===== src/rtl/aes_ctr_stream.sv =====
// CTR-mode stream stage around a fixed-latency pipelined AES core: counter generation,
// plaintext delay line and keystream XOR. Define AES_CTR_WRAP_GUARD_EN to stop at counter wrap.
module aes_ctr_stream #(
  parameter int unsigned LATENCY = 14
) (
  input  logic         clk,
  input  logic         rst_n,
  input  logic         load_iv,
  input  logic [127:0] iv,
  input  logic         in_valid,
  input  logic [127:0] in_data,
  output logic         in_ready,
  output logic [127:0] ctr_block,
  input  logic [127:0] core_out,
  output logic         out_valid,
  output logic [127:0] out_data,
  output logic         ctr_exhausted
);

`ifdef AES_CTR_WRAP_GUARD_EN
  typedef enum logic [1:0] {IDLE, RUN, EXH} state_t;
`else
  typedef enum logic [1:0] {IDLE, RUN} state_t;
`endif

  state_t       state_q, state_d;
  logic [127:0] counter_q;
  logic         accept;
  logic [127:0] pt_delay [0:LATENCY];
  logic [LATENCY:0] v_delay;

  always_comb begin
    in_ready = (state_q == RUN) && !load_iv;
    accept   = in_valid && in_ready;
    state_d  = state_q;
    if (load_iv) begin
      state_d = RUN;
    end
`ifdef AES_CTR_WRAP_GUARD_EN
    else if (accept && counter_q[31:0] == '1) begin
      state_d = EXH;
    end
    ctr_exhausted = (state_q == EXH);
`else
    ctr_exhausted = 1'b0;
`endif
  end

  always_ff @(posedge clk or negedge rst_n) begin
    if (!rst_n) begin
      state_q <= IDLE;
    end else begin
      state_q <= state_d;
    end
  end

  // Counter: load_iv has priority; accept is already masked by load_iv via in_ready.
  always_ff @(posedge clk or negedge rst_n) begin
    if (!rst_n) begin
      counter_q <= '0;
      ctr_block <= '0;
    end else if (load_iv) begin
      counter_q <= iv;
    end else if (accept) begin
      ctr_block        <= counter_q;
      counter_q[31:0]  <= counter_q[31:0] + 32'd1;
    end
  end

  // Plaintext travels alongside the core pipeline so it meets its own keystream.
  always_ff @(posedge clk or negedge rst_n) begin
    if (!rst_n) begin
      for (int unsigned i = 0; i <= LATENCY; i++) begin
        pt_delay[i] <= '0;
      end
      v_delay   <= '0;
      out_valid <= 1'b0;
      out_data  <= '0;
    end else begin
      pt_delay[0] <= in_data;
      for (int unsigned i = 1; i <= LATENCY; i++) begin
        pt_delay[i] <= pt_delay[i-1];
      end
      v_delay   <= {v_delay[LATENCY-1:0], accept};
      out_valid <= v_delay[LATENCY];
      out_data  <= core_out ^ pt_delay[LATENCY];
    end
  end

endmodule


===== config.mk =====
export PLATFORM = sky130hd
export DESIGN_NAME = aes_ctr_stream
export DESIGN_NICKNAME = d
export VERILOG_FILES = /design/src/rtl/aes_ctr_stream.sv
export SDC_FILE = /design/constraint.sdc
export NUM_CORES = 2
export LEC_CHECK = 0
export ABC_AREA = 1
export CORE_ASPECT_RATIO = 1.2
export CORE_MARGIN = 2
export CORE_UTILIZATION = 50
export CTS_CLUSTER_SIZE = 14
export DETAILED_ROUTE_END_ITERATION = 12
export PLACE_DENSITY = 0.8
export SETUP_SLACK_MARGIN = 0.2
export SLEW_MARGIN = 40
export SYNTH_ARGS = -nofsm -noshare
export SYNTH_HDL_FRONTEND = slang
export SYNTH_SLANG_ARGS = --single-unit

===== constraint.sdc =====
create_clock -name clk -period 1.3 [get_ports clk]
set_input_delay 0.26 -clock clk [delete_from_list [all_inputs] [get_ports clk]]
set_output_delay 0.26 -clock clk [all_outputs]
set_load 0.05 [all_outputs]

==> results.md <==
* Maximum vdd ir drop at 1.39 mV
* Final GP Congestion at 0.819
* Fraction of layout cells with a size suffix above 1 at 20.0%
* P&R area growth vs syn at 38.6%
* Post-route clock period utilization at 140%
* Global-route wire length before repair at 244 mm
* Netlist cell types at 27
* Slew @ Worst Pin at 652 ps
* WL/cell at 25.5 um
* Ys Warns at 0
* Layout Nets at 5174
* Max-cap viol count at 0
* DRC Markers at 0
* DR iter-0 viols at roughly 2400
* Most common cell after layout, fill and taps aside: dfrtp_1
* Slew Viols, Final at 0
* Dpl cells at 5819
* Clock Latency Late Sink at 820 ps
* Via density at about 4.9
* CTS tree: yes
* ANT nets after route at 0
* CP required at 1040 ps
* CTS Buf Count at 200
* Power Density at 1760 nW/um^2
* Startpoint types: flop
* Failing checks: hold timing, setup timing
* Core Region at 126000 um^2
* Worst Clk Skew at 46.9 ps
* # clock sinks at 2321
* F_max at 0.548 GHz
* Post-synth EDFFs at 0
* Slew margin rel. at 56.1%
* Row Count at 143
* Synthesized Nets at about 3800
* Sequential fraction of the synthesis area at between 90% and 100%
* I/O Buffers at 645
* IO Count at 647
* CP Max Fanout at 2
* Routed WL at 168 mm
* CP Class: flop to output port
* Final Hold Viols at 1
* Initial antenna violation count at 25
* GRT Total Usage at 25.6%
* RSZ-0062 raised after global routing: yes
* Setup WS post-layout at -524 ps
* Share of synthesized registers carrying an async set or reset at 100%
* R2r startpoint: state_q[0]
* CTS H-tree lvls at 4
* Seq cells post-synth at around 2300
* Top FF cell, synth: dfrtp_1
* Post-Syn Instances at roughly 3400
* Mapped Avg Cell Area at 18.7 um^2
* GRT overflow at 0
* Minimum clock period at 1820 ps
* Largest net degree at the start of global routing at 100
* Hold Slack at -1.78 ps
* Die Ht at 394 um
* Largest buffer count on any clock path at 3
* Hold EP: counter_q[76]
* Initial cell density of the core at 50.3%
* Post-Syn Area at 63500 um^2
* Flop2flop setup slack at -490 ps
* CP endpoint kind: output port
* Setup Viol. Count Final at 419
* Data arrival time of the worst path at 1560 ps
* Chip width at 329 um
* Die area at around 130000 um^2
* Min-delay worst type: input port to flop
* R2r endpoint: ctr_block[107]
* Dpl hpwl at 84.2 mm
* R2R depth at 10
* Hold Crit Start: load_iv
* Vias at between 30000 and 40000
* WHS Path Cells at 3
* Vias in the first global route at 37900
* LEAKAGE at 40.2 nW
* Commonest cells after routing, fill and taps aside: 2301 x dfrtp_1, 385 x clkdlybuf4s50_1, 324 x buf_12, 305 x nand2_1, 282 x dlygate4sd3_1
* Root Driver: clkbuf_16
* Clock-pin slew on the worst setup and hold paths at 70 ps
* Core Util, Final at 69.6%
* First-pass DRT Iterations at 7
* Status: finished with violations
* Post-route insts no fill at 6610
-- how the worst max path moves through the flow --
stage | start | endpoint | depth (start not counted)
finish | state_q[0] | in_ready | 3
global route | state_q[0] | in_ready | 3
global placement | in_valid | counter_q[9] | 7
detailed placement | in_valid | ctr_block[71] | 5
floorplan | counter_q[1] | counter_q[30] | 8
CTS | state_q[0] | in_ready | 3
-- synthesized netlist by cell type, types with 2 or more instances --
cell | number | area [um^2]
nand2_2 | 4 | 25.0
clkbuf_1 | 22 | 82.6
nand2_4 | 2 | 22.5
a22oi_1 | 2 | 15.0
nand3b_1 | 2 | 15.0
nand3_1 | 49 | 245
o21bai_1 | 2 | 15.0
o21a_1 | 23 | 173
inv_1 | 138 | 518
inv_2 | 2 | 7.51
nor2_2 | 6 | 37.5
nor2_1 | 69 | 259
dfrtp_1 | 2321 | 58100
o21ai_0 | 227 | 1140
o21ai_1 | 9 | 45.0
xor2_1 | 133 | 1160
nor2_4 | 5 | 56.3
buf_2 | 28 | 140
nand2_1 | 336 | 1260
buf_4 | 11 | 82.6
o211ai_1 | 4 | 30.0
-- power by group --
group | switching [mW] | internal, mW | total (mW)
combinational | 8.72 | 7.59 | 16.3
sequential | 2.85 | 76.7 | 79.5
clock | 26.5 | 32.2 | 58.7
total | 38.1 | 116 | 154
-- layer usage --
layer  track usage (%)  share of wire (%)  up-vias
met3              5.88                5.9      492
li1                  -                  -    13400
met1              28.8                 34    17300
met5                 0              0.028        -
met4              10.6                5.2        8
met2              46.7                 55     1434
-- through the flow --
stage          area, um^2  setup WS [ps]  TNS, ps  total power [mW]
3_3_place_gp        76300           -391   -43500              93.1
5_1_grt             87900           -573  -156370               160
6_report            88000           -524  -137520               154
2_1_floorplan       63500           40.6        0              84.1
3_5_place_dp        76300           -452   -48560              94.0
4_1_cts             86600           -533  -125000               154
-- critical path, stage by stage (launching register included) --
cell and delay [ps]:
dfrtp_1 400, inv_2 80, nor2_4 110, buf_12 140
-- logic make-up after synthesis --
family,after synthesis,synth area share [%]
flip-flops,2321,91.5
AND/OR/NAND/NOR,476,3.08
AO/OA/AOI/OAI,267,2.23
buffers and inverters,202,1.33
XOR/XNOR,133,1.84
adder cells (fa/ha/maj),1,0.0197
other,1,0.00591
-- flip-flops by register name, summed over array words and instances (netlist names) --
name       cells
state_q        1
out_data     128
ctr_block    128
v_delay       15
out_valid      1
pt_delay    1920
counter_q    128
-- area by class of cell --
cell class	count	area, um^2
repair buffers	1243	15900
well taps	1667	2090
clock inverters	33	424
fillers	7102	38300
diodes	28	70.1
multi-input cells	879	4960
clock buffers	299	5880
flip-flops and latches	2321	58100
inverters	140	533
-- timing repair --
| action | 4_1_cts | 5_1_grt |
|---|---|---|
| endpoints found under the hold margin | 2605 | 3 |
| buffers inserted | 54 | 56 |
| endpoints found under the setup margin | 418 | 426 |
| hold buffers | 282 | 2 |
| pin swaps | 15 | 14 |
| gates cloned | 19 | 18 |
| gates resized for setup | 73 | 207 |
(Power assumes the default switching activity.)
